**config.mk**
```make
export PLATFORM = sky130hd
export DESIGN_NAME = serial_tx
export DESIGN_NICKNAME = d
export VERILOG_FILES = /design/src/rtl/serial_tx_pkg.sv /design/src/rtl/serial_tx_baud_tick.sv /design/src/rtl/serial_tx.sv
export SDC_FILE = /design/constraint.sdc
export NUM_CORES = 1
export LEC_CHECK = 0
export ABC_AREA = 1
export CAP_MARGIN = 30
export CORE_MARGIN = 2
export CORE_UTILIZATION = 35
export DETAILED_ROUTE_END_ITERATION = 6
export PLACE_DENSITY = 0.64
export SLEW_MARGIN = 20
export SYNTH_ARGS = -nofsm -noshare
export SYNTH_HDL_FRONTEND = slang
export SYNTH_SLANG_ARGS = --single-unit
```
**constraint.sdc**
```tcl
create_clock -name Clk -period 1.6 [get_ports Clk]
set_clock_uncertainty 0.2 [all_clocks]
set_input_delay 0.32 -clock Clk [delete_from_list [all_inputs] [get_ports Clk]]
set_output_delay 0.32 -clock Clk [all_outputs]
set_load 0.02 [all_outputs]
```
**src/rtl/serial_tx_pkg.sv**
```systemverilog
// Shared definitions for serial_tx: state encodings, line levels, width helper.
// SERIAL_TX_PARITY_EN widens the state to 3 bits and adds the PARITY state.
package serial_tx_pkg;

  // Ceiling log2, never below 1 so that counters always have at least one bit.
  function automatic int unsigned clog2(input int unsigned n);
    int unsigned r;
    r = 0;
    while ((32'd1 << r) < n) r++;
    return (r == 0) ? 1 : r;
  endfunction

`ifdef SERIAL_TX_PARITY_EN
  typedef enum logic [2:0] {
    IDLE   = 3'd0,
    START  = 3'd1,
    DATA   = 3'd2,
    STOP   = 3'd3,
    PARITY = 3'd4
  } state_e;
`else
  typedef enum logic [1:0] {
    IDLE  = 2'd0,
    START = 2'd1,
    DATA  = 2'd2,
    STOP  = 2'd3
  } state_e;
`endif

  localparam logic LINE_IDLE = 1'b1;
  localparam logic START_BIT = 1'b0;
  localparam logic STOP_BIT  = 1'b1;

endpackage

```
**src/rtl/serial_tx_baud_tick.sv**
```systemverilog
// Bit-period timer: modulo-CLKS_PER_BIT counter with synchronous clear.
// tick_o is high for the one cycle in which the count sits at CLKS_PER_BIT-1.
module baud_tick
  import serial_tx_pkg::*;
#(
  parameter int unsigned CLKS_PER_BIT = 16
) (
  input  logic Clk,
  input  logic notReset,
  input  logic clear_i,
  output logic tick_o
);

  localparam int unsigned CNT_W = clog2(CLKS_PER_BIT);
  localparam logic [CNT_W-1:0] LAST = CNT_W'(CLKS_PER_BIT - 1);

  logic [CNT_W-1:0] cnt_q, cnt_d;
  logic             tick_q, tick_d;

  // Tick is registered from the next count so it lines up with cnt_q == LAST.
  always_comb begin
    cnt_d = cnt_q + CNT_W'(1);
    if (clear_i || (cnt_q == LAST)) cnt_d = '0;
    tick_d = (cnt_d == LAST);
  end

  always_ff @(posedge Clk or negedge notReset) begin
    if (!notReset) begin
      cnt_q  <= '0;
      tick_q <= 1'b0;
    end else begin
      cnt_q  <= cnt_d;
      tick_q <= tick_d;
    end
  end

  assign tick_o = tick_q;

endmodule

```
**src/rtl/serial_tx.sv**
```systemverilog
// Parallel-in serial-out framed transmitter: start, WIDTH data bits LSB-first,
// optional even parity (SERIAL_TX_PARITY_EN), stop. Each bit lasts CLKS_PER_BIT cycles.
module serial_tx
  import serial_tx_pkg::*;
#(
  parameter int unsigned WIDTH        = 8,
  parameter int unsigned CLKS_PER_BIT = 16
) (
  input  logic             Clk,
  input  logic             notReset,
  input  logic [WIDTH-1:0] D,
  input  logic             Load,
  output logic             Ready,
  output logic             TxOut,
  output logic             Busy
);

  localparam int unsigned BIT_W = clog2(WIDTH);

  state_e           state_q, state_d;
  logic [WIDTH-1:0] shift_q, shift_d;
  logic [BIT_W-1:0] bit_cnt_q, bit_cnt_d;
  logic             tx_q, tx_d;
  logic             ready_q, ready_d;
  logic             busy_q, busy_d;
  logic             accept_c;
  logic             tick;
`ifdef SERIAL_TX_PARITY_EN
  logic             parity_q, parity_d;
`endif

  assign accept_c = Load && ready_q;

  baud_tick #(
    .CLKS_PER_BIT(CLKS_PER_BIT)
  ) u_baud_tick (
    .Clk     (Clk),
    .notReset(notReset),
    .clear_i (accept_c),
    .tick_o  (tick)
  );

  // Next state, then line/handshake outputs derived from the next state so they register with it.
  always_comb begin
    state_d   = state_q;
    shift_d   = shift_q;
    bit_cnt_d = bit_cnt_q;
    tx_d      = LINE_IDLE;
`ifdef SERIAL_TX_PARITY_EN
    parity_d  = parity_q;
`endif

    case (state_q)
      IDLE: begin
        if (accept_c) begin
          state_d   = START;
          shift_d   = D;
          bit_cnt_d = '0;
`ifdef SERIAL_TX_PARITY_EN
          parity_d  = ^D;
`endif
        end
      end
      START: if (tick) state_d = DATA;
      DATA: begin
        if (tick) begin
          shift_d = shift_q >> 1;
          if (bit_cnt_q == BIT_W'(WIDTH - 1)) begin
            bit_cnt_d = '0;
`ifdef SERIAL_TX_PARITY_EN
            state_d   = PARITY;
`else
            state_d   = STOP;
`endif
          end else begin
            bit_cnt_d = bit_cnt_q + BIT_W'(1);
          end
        end
      end
`ifdef SERIAL_TX_PARITY_EN
      PARITY: if (tick) state_d = STOP;
`endif
      STOP: if (tick) state_d = IDLE;
      default: state_d = IDLE;
    endcase

    case (state_d)
      START:   tx_d = START_BIT;
      DATA:    tx_d = shift_d[0];
`ifdef SERIAL_TX_PARITY_EN
      PARITY:  tx_d = parity_d;
`endif
      STOP:    tx_d = STOP_BIT;
      default: tx_d = LINE_IDLE;
    endcase

    ready_d = (state_d == IDLE);
    busy_d  = !ready_d;
  end

  always_ff @(posedge Clk or negedge notReset) begin
    if (!notReset) begin
      state_q   <= IDLE;
      shift_q   <= '0;
      bit_cnt_q <= '0;
      tx_q      <= LINE_IDLE;
      ready_q   <= 1'b1;
      busy_q    <= 1'b0;
`ifdef SERIAL_TX_PARITY_EN
      parity_q  <= 1'b0;
`endif
    end else begin
      state_q   <= state_d;
      shift_q   <= shift_d;
      bit_cnt_q <= bit_cnt_d;
      tx_q      <= tx_d;
      ready_q   <= ready_d;
      busy_q    <= busy_d;
`ifdef SERIAL_TX_PARITY_EN
      parity_q  <= parity_d;
`endif
    end
  end

  assign TxOut = tx_q;
  assign Ready = ready_q;
  assign Busy  = busy_q;

endmodule

```
==> results of run 1 <==
-- power groups by stage --
stage | registers [mW] | logic, mW | clock network (mW)
floorplan | 0.938 | 0.476 | 0
global placement | 0.925 | 0.682 | 0
detailed placement | 0.930 | 0.706 | 0
CTS | 0.922 | 0.683 | 0.259
global route | 0.950 | 0.766 | 0.277
finish | 0.921 | 0.668 | 0.250
-- final cells by class --
class / count / area share
tap: 31 / 0.0311
clock buffer: 3 / 0.0181
inverter: 16 / 0.0522
timing repair buffer: 16 / 0.113
clock inverter: 1 / 0.00402
sequential: 21 / 0.424
multi-input combinational: 80 / 0.357
-- Yosys cell counts --
master    instances  share of area
dfrtp_1          19           0.46
nand2_4           2          0.022
o211ai_1          2          0.014
xor2_1            2          0.017
inv_6             1         0.0085
nand3_2           6          0.058
nand2_1          36           0.13
dfstp_2           2          0.051
inv_1            12          0.043
nor2_4            1          0.011
ha_1              3          0.036
nor3_1            1         0.0048
nand3_1          12          0.058
nor2_2            1         0.0060
inv_2             3          0.011
nor2_1            6          0.022
nand2_2           8          0.048
-- routing by layer --
metal,part of all wire,global-route usage,vias to the layer above
li1,-,-,404
met1,0.47,0.145,354
met2,0.50,0.197,3
met3,0.017,0.0198,2
met4,0.0098,0.0399,0
met5,0,0,-
-- logic make-up after synthesis --
family	after synthesis
AND/OR/NAND/NOR	73
flip-flops	21
AO/OA/AOI/OAI	2
buffers and inverters	16
adder cells (fa/ha/maj)	3
XOR/XNOR	2
-- sequential cells by signal, indices dropped and copies added, names as in the netlist --
| register | flops |
|---|---|
| u_baud_tick.cnt_q | 4 |
| state_q | 2 |
| Busy | 1 |
| u_baud_tick.tick_o | 1 |
| Ready | 1 |
| shift_q | 8 |
| bit_cnt_q | 3 |
| TxOut | 1 |
-- how the worst min path moves through the flow --
| stage | from | end | cells after the start |
|---|---|---|---|
| 2_1_floorplan | notReset | Busy | 0 |
| 3_3_place_gp | shift_q[7] | shift_q[7] | 2 |
| 3_5_place_dp | shift_q[7] | shift_q[7] | 2 |
| 4_1_cts | notReset | u_baud_tick.cnt_q[0] | 2 |
| 5_1_grt | notReset | bit_cnt_q[0] | 2 |
| 6_report | notReset | shift_q[1] | 2 |
==> results.md, run 1 <==
- Min Hold Slack: 147 ps
- Share of power burned in registers: 0.501
- Sequential element share of the synthesized area: 0.510
- Mux cell area share after synthesis: 0
- Dpl cells: 164
- Setup WS pre-CTS: -159 ps
- Residual DRC count: 0
- Setup TNS: 0 ps
- Worst setup EP type: output pin
- Die Span Y: 58.4 um
- H-tree levels: 1
- Synth Register Bits: 21
- Sinks on Clock Net: 21
- Final Wtd Congestion: 0.777
- Final hold violations: 0
- Total design power: about 1.8 mW
- Grt ovf: 0
- CP Max Fanout: 2
- Simple-gate share of the synthesized area: 0.360
- Vias in the first global route: ~760
- P_sw: 0.710 mW
- XOR/XNOR share of the synthesized area: 0.0169
- Final worst path period share: 0.941
- Reg2reg end: bit_cnt_q[2]
- DR vias/cell: 4.54
- Max-slew violation count: 0
- Final setup margin: 94.0 ps
- CP peak stage delay: 540 ps
- GRT Util Overall: 0.115
- Largest family of logic cells by synthesized area: simple AND/OR/NAND/NOR gates
- Final HPWL DP: 1340 um
- Critical path's slowest cell: dfstp_2
- Die area: 3410 sq um
- Least-Margin Pin Slew: 304 ps
- Combinational power share: 0.363
- Area delta synth->final: 20.3%
- Post-Place Cell Area: 1230 sq um
- Finished Cell Area: 1250 sq um
- Final setup fails: 0
- Ports: 14
- Worst path cell trace: buf_2
- Routed vias: between 700 and 800
- TritonCTS clock tree: yes
- Final min period: around 1500 ps
- Clk Tree Root Cell: clkbuf_4
- Reg2reg path depth: 8
- Final nets: roughly 150
- Largest net degree at the start of global routing: 22
- Commonest cells after routing, fill and taps aside: 36 x nand2_1, 19 x dfrtp_1, 12 x nand3_1
- Synthesized area per cell: roughly 8.9 sq um
- Levels on crit path: 1
- Synthesized netlist cell count: 117
- Netlist Area Pre-Place: between 1000 and 1500 sq um
- Worst reg2reg startpoint: Ready
- Skew-Pair Late Insertion Delay: 300 ps
- Post-synthesis adder-cell area fraction: 0.0362
- Mapped Nets: 131
- Headroom to the max-slew limit: 0.797
- Synth warn: 0
- Multi-input gate area: 445 sq um
- CP endpoint: Ready
- Number of cell rows: 19
- Worst hold path type: input pin to asynchronous set/reset pin
- VDD IR max: 0.767 mV
- First-pass GRT wire length: ~3000 um
- Internal power: roughly 1.1 mW
- Required @ worst endpoint: 1080 ps
- Initial DRT Pass Iterations: 4
- Post-CTS sizing: 9
- Sw frac: 0.386
- Crit path DAT: slightly below 1000 ps
- Flop2flop setup slack: 100 ps
- PD cells: 1480 nW/um^2
- Routed WL: between 1500 and 2000 um
- Buf/Inv on CP: 1
- Wirelength per Cell: between 10 and 15 um
- Static Leakage: 0.667 nW
- Status: finished, final reports clean
- Number of max-cap violations: 0
- Clock slew at reported path FFs: about 120 ps
- Cts bufs inserted: 3
- Final std cells w/o fill: 168
- Die width: 58.4 um
- DRT iter0 DRCs: 8
- Fmax: 664 MHz
- Clk network pwr share: 0.136
- Unrepaired setup endpoints after global routing: false
- ANT cells: 0
- Initial core utilization: 0.372
- Hold_buf cts: 0
- Share of post-route cells with drive strength above 1: 0.255
- Commonest non-fill, non-tap cell in the layout: nand2_1
- Synth Area in Compound Gates: 0.0145
- Post-synthesis cell type count: 17
- Fillers: 272
- Setup CP Type: flip-flop to output pin
- Initial antenna violation count: 0
- Longest Clk Path Bufs: 2
- Port Buffers: 13
- Core area: 2780 sq um
- Remaining antenna violation count: 0
- Crit path from: Ready
- Post-CTS Setup Inserts: 0
- CP Launch Type: flip-flop
- Top cell family by delay on the critical path: flip-flops
- Final core utilization: 0.448
- Seq. cell area: between 500 and 600 sq um
Power figures use the tool's default switching activity.
==> run 2: changes to the inputs <==
--- a/config.mk
+++ b/config.mk
@@ -10,8 +10,10 @@
 export CORE_MARGIN = 2
 export CORE_UTILIZATION = 35
 export DETAILED_ROUTE_END_ITERATION = 6
-export PLACE_DENSITY = 0.64
+export DONT_BUFFER_PORTS = 1
+export PLACE_DENSITY = 0.58
 export SLEW_MARGIN = 20
 export SYNTH_ARGS = -nofsm -noshare
 export SYNTH_HDL_FRONTEND = slang
 export SYNTH_SLANG_ARGS = --single-unit
+export TNS_END_PERCENT = 20
==> results.md, run 2 (synthesis gave the netlist of run 1 again) <==
- Initial core utilization: 0.372 (unchanged)
- Clock slew at reported path FFs: 110 ps (about the same)
- DR vias/cell: 4.75 (+4.6%)
- Commonest cells after routing, fill and taps aside: 36 x nand2_1, 19 x dfrtp_1, 12 x inv_1, 12 x nand3_1
- VDD IR max: 0.667 mV (-13%)
- Post-Place Cell Area: 1080 sq um (-12%)
- Vias in the first global route: 821 (+8.3%)
- Worst path cell trace: buf_4
- Commonest non-fill, non-tap cell in the layout: nand2_1
- Unrepaired setup endpoints after global routing: false
- TritonCTS clock tree: yes
- Biggest register: shift_q
- Final core utilization: 0.436 (-0.0121)
- Remaining antenna violation count: 0 (unchanged)
- Worst setup EP type: output pin
- Least-Margin Pin Slew: 501 ps (+197 ps)
- Fmax: 666 MHz (+0.29%)
- Max-slew violation count: 0 (unchanged)
- Total design power: 1.81 mW (-1.4%)
- Ports: 14 (unchanged)
- Final setup fails: 0 (unchanged)
- Cts bufs inserted: 3 (unchanged)
- Setup WS pre-CTS: 120 ps (+278 ps)
- Routed vias: 774 (+1.4%)
- Initial antenna violation count: 0 (unchanged)
- Worst reg2reg startpoint: bit_cnt_q[0]
- WL met1: 822 um (+0.61%)
- Final std cells w/o fill: 163 (-3.0%)
- Required @ worst endpoint: 1080 ps (about the same)
- Top cell family by delay on the critical path: flip-flops
- Die Span Y: 58.4 um (unchanged)
- Regs by FF count: shift_q: 8 flops, u_baud_tick.cnt_q: 4 flops, bit_cnt_q: 3 flops
- Final nets: 147 (-3.3%)
- Die width: 58.4 um (unchanged)
- GRT Util Overall: 0.132 (+0.0168)
- Share of post-route cells with drive strength above 1: 0.235 (-0.0206)
- DRT iter0 DRCs: 10 (+2)
- Longest Clk Path Bufs: 2 (unchanged)
- Min-delay src: Load
- Met3 WL post-DR: 39 um (+34%)
- Status: finished, final reports clean
- Buf/Inv on CP: 1 (unchanged)
- Initial DRT Pass Iterations: 4 (unchanged)
- Number of cell rows: 19 (unchanged)
- Clk Tree Root Cell: clkbuf_4
- Sinks on Clock Net: 21 (unchanged)
- Final worst path period share: 0.939 (-0.00268)
- Min Hold Slack: 83.2 ps (-64.1 ps)
- Setup TNS: 0 ps (unchanged)
- Final setup margin: 98.3 ps (+4.30 ps)
- Grt ovf: 0 (unchanged)
- Headroom to the max-slew limit: 0.665 (-0.132)
- First-pass GRT wire length: 3440 um (+13%)
- Critical path's slowest cell: dfstp_2
- Reg2reg end: TxOut
- Area delta synth->final: 17.0%
- Final HPWL DP: 1350 um (+0.72%)
- PD cells: 1500 nW/um^2 (+1.4%)
- Max layer used: met4
- H-tree levels: 1 (unchanged)
- Residual DRC count: 0 (unchanged)
- Static Leakage: 0.657 nW (-1.5%)
- ANT cells: 0 (unchanged)
- Final hold violations: 0 (unchanged)
- Number of flip-flops in the largest register: 8 (unchanged)
- Final Wtd Congestion: 0.770 (-0.85%)
- Dpl cells: 149 (-9.1%)
- Die area: 3410 sq um (unchanged)
- Largest net degree at the start of global routing: 22 (unchanged)
- Crit path DAT: 980 ps (about the same)
- Flop2flop setup slack: 120 ps (+20 ps)
- CP Launch Type: flip-flop
- Worst hold endpoint: shift_q[0]
- Final min period: 1500 ps (-4.30 ps)
- Wirelength per Cell: 11.4 um (+10%)
- Routed WL: 1860 um (+7.1%)
- Core area: 2780 sq um (unchanged)
- Worst hold path type: input pin to flip-flop
- Port Buffers: 0 (-13)
- Number of max-cap violations: 0 (unchanged)
- Setup CP Type: flip-flop to output pin
- Finished Cell Area: 1210 sq um (-2.7%)
- Reg2reg path depth: 9 (+1)
- Fillers: 280 (+2.9%)
- CP peak stage delay: 540 ps (about the same)
- Hold path cells: 3
- Skew-Pair Late Insertion Delay: 300 ps (about the same)
- Metal2 WL: 955 um (+10%)
- CP Max Fanout: 2 (unchanged)
run 2: cell type report:
cell class	instances	area [sq um]	share of cell area
tap	31	38.8	0.0320
sequential	21	528	0.436
inverter	16	65.1	0.0537
timing repair buffer	11	110	0.0908
multi-input combinational	80	443	0.365
clock inverter	1	5.00	0.00413
clock buffer	3	22.5	0.0186
run 2: timing repair:
item	in CTS	in global routing
resized for setup	0	0
endpoints found under the hold margin	28	0
endpoints found under the setup margin	0	1
setup buffers	0	1
hold buffers	8	0
run 2: worst max-delay path by stage:
stage | startpoint | end | depth (start not counted)
after floorplan | Ready | shift_q[2] | 7
after global placement | bit_cnt_q[0] | TxOut | 9
after detailed placement | bit_cnt_q[0] | TxOut | 9
after CTS | Ready | Ready | 1
after global routing | bit_cnt_q[0] | TxOut | 9
final | Ready | Ready | 1
run 2: routing by layer:
metal  global-route usage  vias up
met5                    0        -
met2                0.234       10
li1                     -      391
met1                0.154      368
met4               0.0598        0
met3               0.0220        5
run 2: power breakdown:
group,total (mW),switching [mW],internal (mW)
Sequential,0.946,0.189,0.756
Combinational,0.616,0.359,0.257
Clock,0.251,0.158,0.0932
Total,1.81,0.707,1.11
==> run 3: changes to the inputs <==
--- a/config.mk
+++ b/config.mk
@@ -7,10 +7,10 @@
 export LEC_CHECK = 0
 export ABC_AREA = 1
 export CAP_MARGIN = 30
-export CORE_MARGIN = 2
 export CORE_UTILIZATION = 35
 export DETAILED_ROUTE_END_ITERATION = 6
 export DONT_BUFFER_PORTS = 1
+export GPL_TIMING_DRIVEN = 0
 export PLACE_DENSITY = 0.58
 export SLEW_MARGIN = 20
 export SYNTH_ARGS = -nofsm -noshare
==> results.md, run 3 (synthesis gave the netlist of run 1 again) <==
- Status: finished, final reports clean
- Setup CP Type: flip-flop to flip-flop
- Wirelength per Cell: 11.7 um (+2.8%)
- Headroom to the max-slew limit: 0.779 (+0.114)
- GRT Util Overall: 0.135 (+0.00359)
- Share of post-route cells with drive strength above 1: 0.254 (+0.0190)
- TritonCTS clock tree: yes
- Max layer used: met4
- Static Leakage: 0.637 nW (-3.1%)
- CP Launch Type: flip-flop
- Area delta synth->final: 15.9%
- Seq. cell area: 528 sq um (unchanged)
- Port Buffers: 0 (unchanged)
- Die area: 3180 sq um (-6.7%)
- Clk Tree Root Cell: clkbuf_4
- DR vias/cell: 4.73 (-0.46%)
- Cts bufs inserted: 3 (unchanged)
- VDD IR max: 0.896 mV (+34%)
- Worst setup EP type: flip-flop
- CP Max Fanout: 3 (+1)
- Grt ovf: 0 (unchanged)
- Residual DRC count: 0 (unchanged)
- Max-slew violation count: 0 (unchanged)
- Required @ worst endpoint: 1650 ps (+570 ps)
- Final nets: 145 (-1.4%)
- Final HPWL DP: 1340 um (-0.84%)
- Final Wtd Congestion: 0.876 (+14%)
- Final core utilization: 0.432 (-0.00405)
- Commonest cells after routing, fill and taps aside: 35 x nand2_1, 19 x dfrtp_1, 12 x nand3_1
- Worst hold path type: input pin to flip-flop
- Hold path cells: 3 (unchanged)
- ANT cells: 0 (unchanged)
- Final worst path period share: 0.944 (+0.00583)
- Clock slew at reported path FFs: 120 ps (about the same)
- Remaining antenna violation count: 0 (unchanged)
- Least-Margin Pin Slew: 330 ps (-170 ps)
- Routed vias: 761 (-1.7%)
- Fmax: 662 MHz (-0.62%)
- Reg2reg path depth: 9 (unchanged)
- Number of cell rows: 19 (unchanged)
- Fillers: 288 (+2.9%)
- Final min period: 1510 ps (+9.33 ps)
- First-pass GRT wire length: 3320 um (-3.6%)
- Number of flip-flops in the largest register: 8 (unchanged)
- Metal2 WL: 989 um (+3.6%)
- Initial core utilization: 0.372 (unchanged)
- PD cells: 1510 nW/um^2 (+1.0%)
- Final hold violations: 0 (unchanged)
- Longest Clk Path Bufs: 2 (unchanged)
- H-tree levels: 1 (unchanged)
- Setup TNS: 0 ps (unchanged)
- Skew-Pair Late Insertion Delay: 310 ps (about the same)
- Final setup fails: 0 (unchanged)
- Sinks on Clock Net: 21 (unchanged)
- Routed WL: 1880 um (+1.5%)
- Ports: 14 (unchanged)
- Initial DRT Pass Iterations: 4 (unchanged)
- Die Span Y: 56.4 um (-3.4%)
- Number of max-cap violations: 0 (unchanged)
- Multi-input gate area: 450 sq um (+1.7%)
- Crit path DAT: 1560 ps (+580 ps)
- WL met1: 816 um (-0.73%)
- Largest net degree at the start of global routing: 22 (unchanged)
- Core area: 2780 sq um (unchanged)
- DRT iter0 DRCs: 7 (-3)
- Commonest non-fill, non-tap cell in the layout: nand2_1
- Total design power: 1.81 mW (about the same)
- Biggest register: shift_q
- Die width: 56.4 um (-3.4%)
- Initial antenna violation count: 0 (unchanged)
- Vias in the first global route: 806 (-1.8%)
- Regs by FF count: shift_q: 8 flops, u_baud_tick.cnt_q: 4 flops, bit_cnt_q: 3 flops
- Met3 WL post-DR: 39 um (unchanged)
run 3: changes by cell type in the layout (fill, tap and decap cells not counted), sizes merged:
| cell | previous run | this run |
|---|---|---|
| buf | 3 | 1 |
run 3: what timing repair did:
| action | in CTS | in global routing |
|---|---|---|
| gates resized for setup | 0 | 4 |
| hold buffers | 8 | 0 |
| setup endpoints to repair | 0 | 10 |
| endpoints found under the hold margin | 28 | 0 |
| buffers inserted | 0 | 0 |
run 3: final timing paths:
kind | from | to | slack (ps)
setup / recovery | bit_cnt_q[0] | TxOut | 90
hold / removal | Load | u_baud_tick.cnt_q[2] | 50
setup reg to reg | bit_cnt_q[0] | TxOut | 90
hold reg to reg | shift_q[7] | shift_q[7] | 290
max in group asynchronous | notReset | bit_cnt_q[1] | 640
min in group asynchronous | notReset | Busy | 140
run 3: layout make-up:
type / count / share of cell area
clock inverters: 1 / 0.00417
clock buffers: 3 / 0.0188
repair buffers: 9 / 0.0760
multi-input cells: 80 / 0.375
inverters: 16 / 0.0542
flip-flops and latches: 21 / 0.440
well taps: 31 / 0.0323
run 3: critical path: stages, from the launching register on:
cell and delay, ps:
dfrtp_1 430, ha_2 200, ha_2 170, nand2_1 50
nand3_1 80, nand3_2 120, nand2_2 60, inv_1 50
nand2_1 40, nand2_1 50
run 3: report_power, final:
part	internal (mW)	switching, mW
combinational	0.244	0.352
clock	0.0933	0.163
sequential	0.757	0.205
run 3: layer usage:
metal	track usage	vias to the layer above
met2	0.230	8
met4	0.0767	0
met1	0.162	359
li1	-	390
met5	0	-
met3	0.0207	4
run 3: per-stage QoR:
step,hold WS [ps],worst slack [ps],cells,cell area (sq um)
4_1_cts,46.1,2.75,160,1180
6_report,45.7,89.0,161,1200
3_5_place_dp,-175,34.6,148,1070
5_1_grt,50.3,-7.63,161,1200
2_1_floorplan,-176,195,117,1040
3_3_place_gp,-175,46.7,148,1070
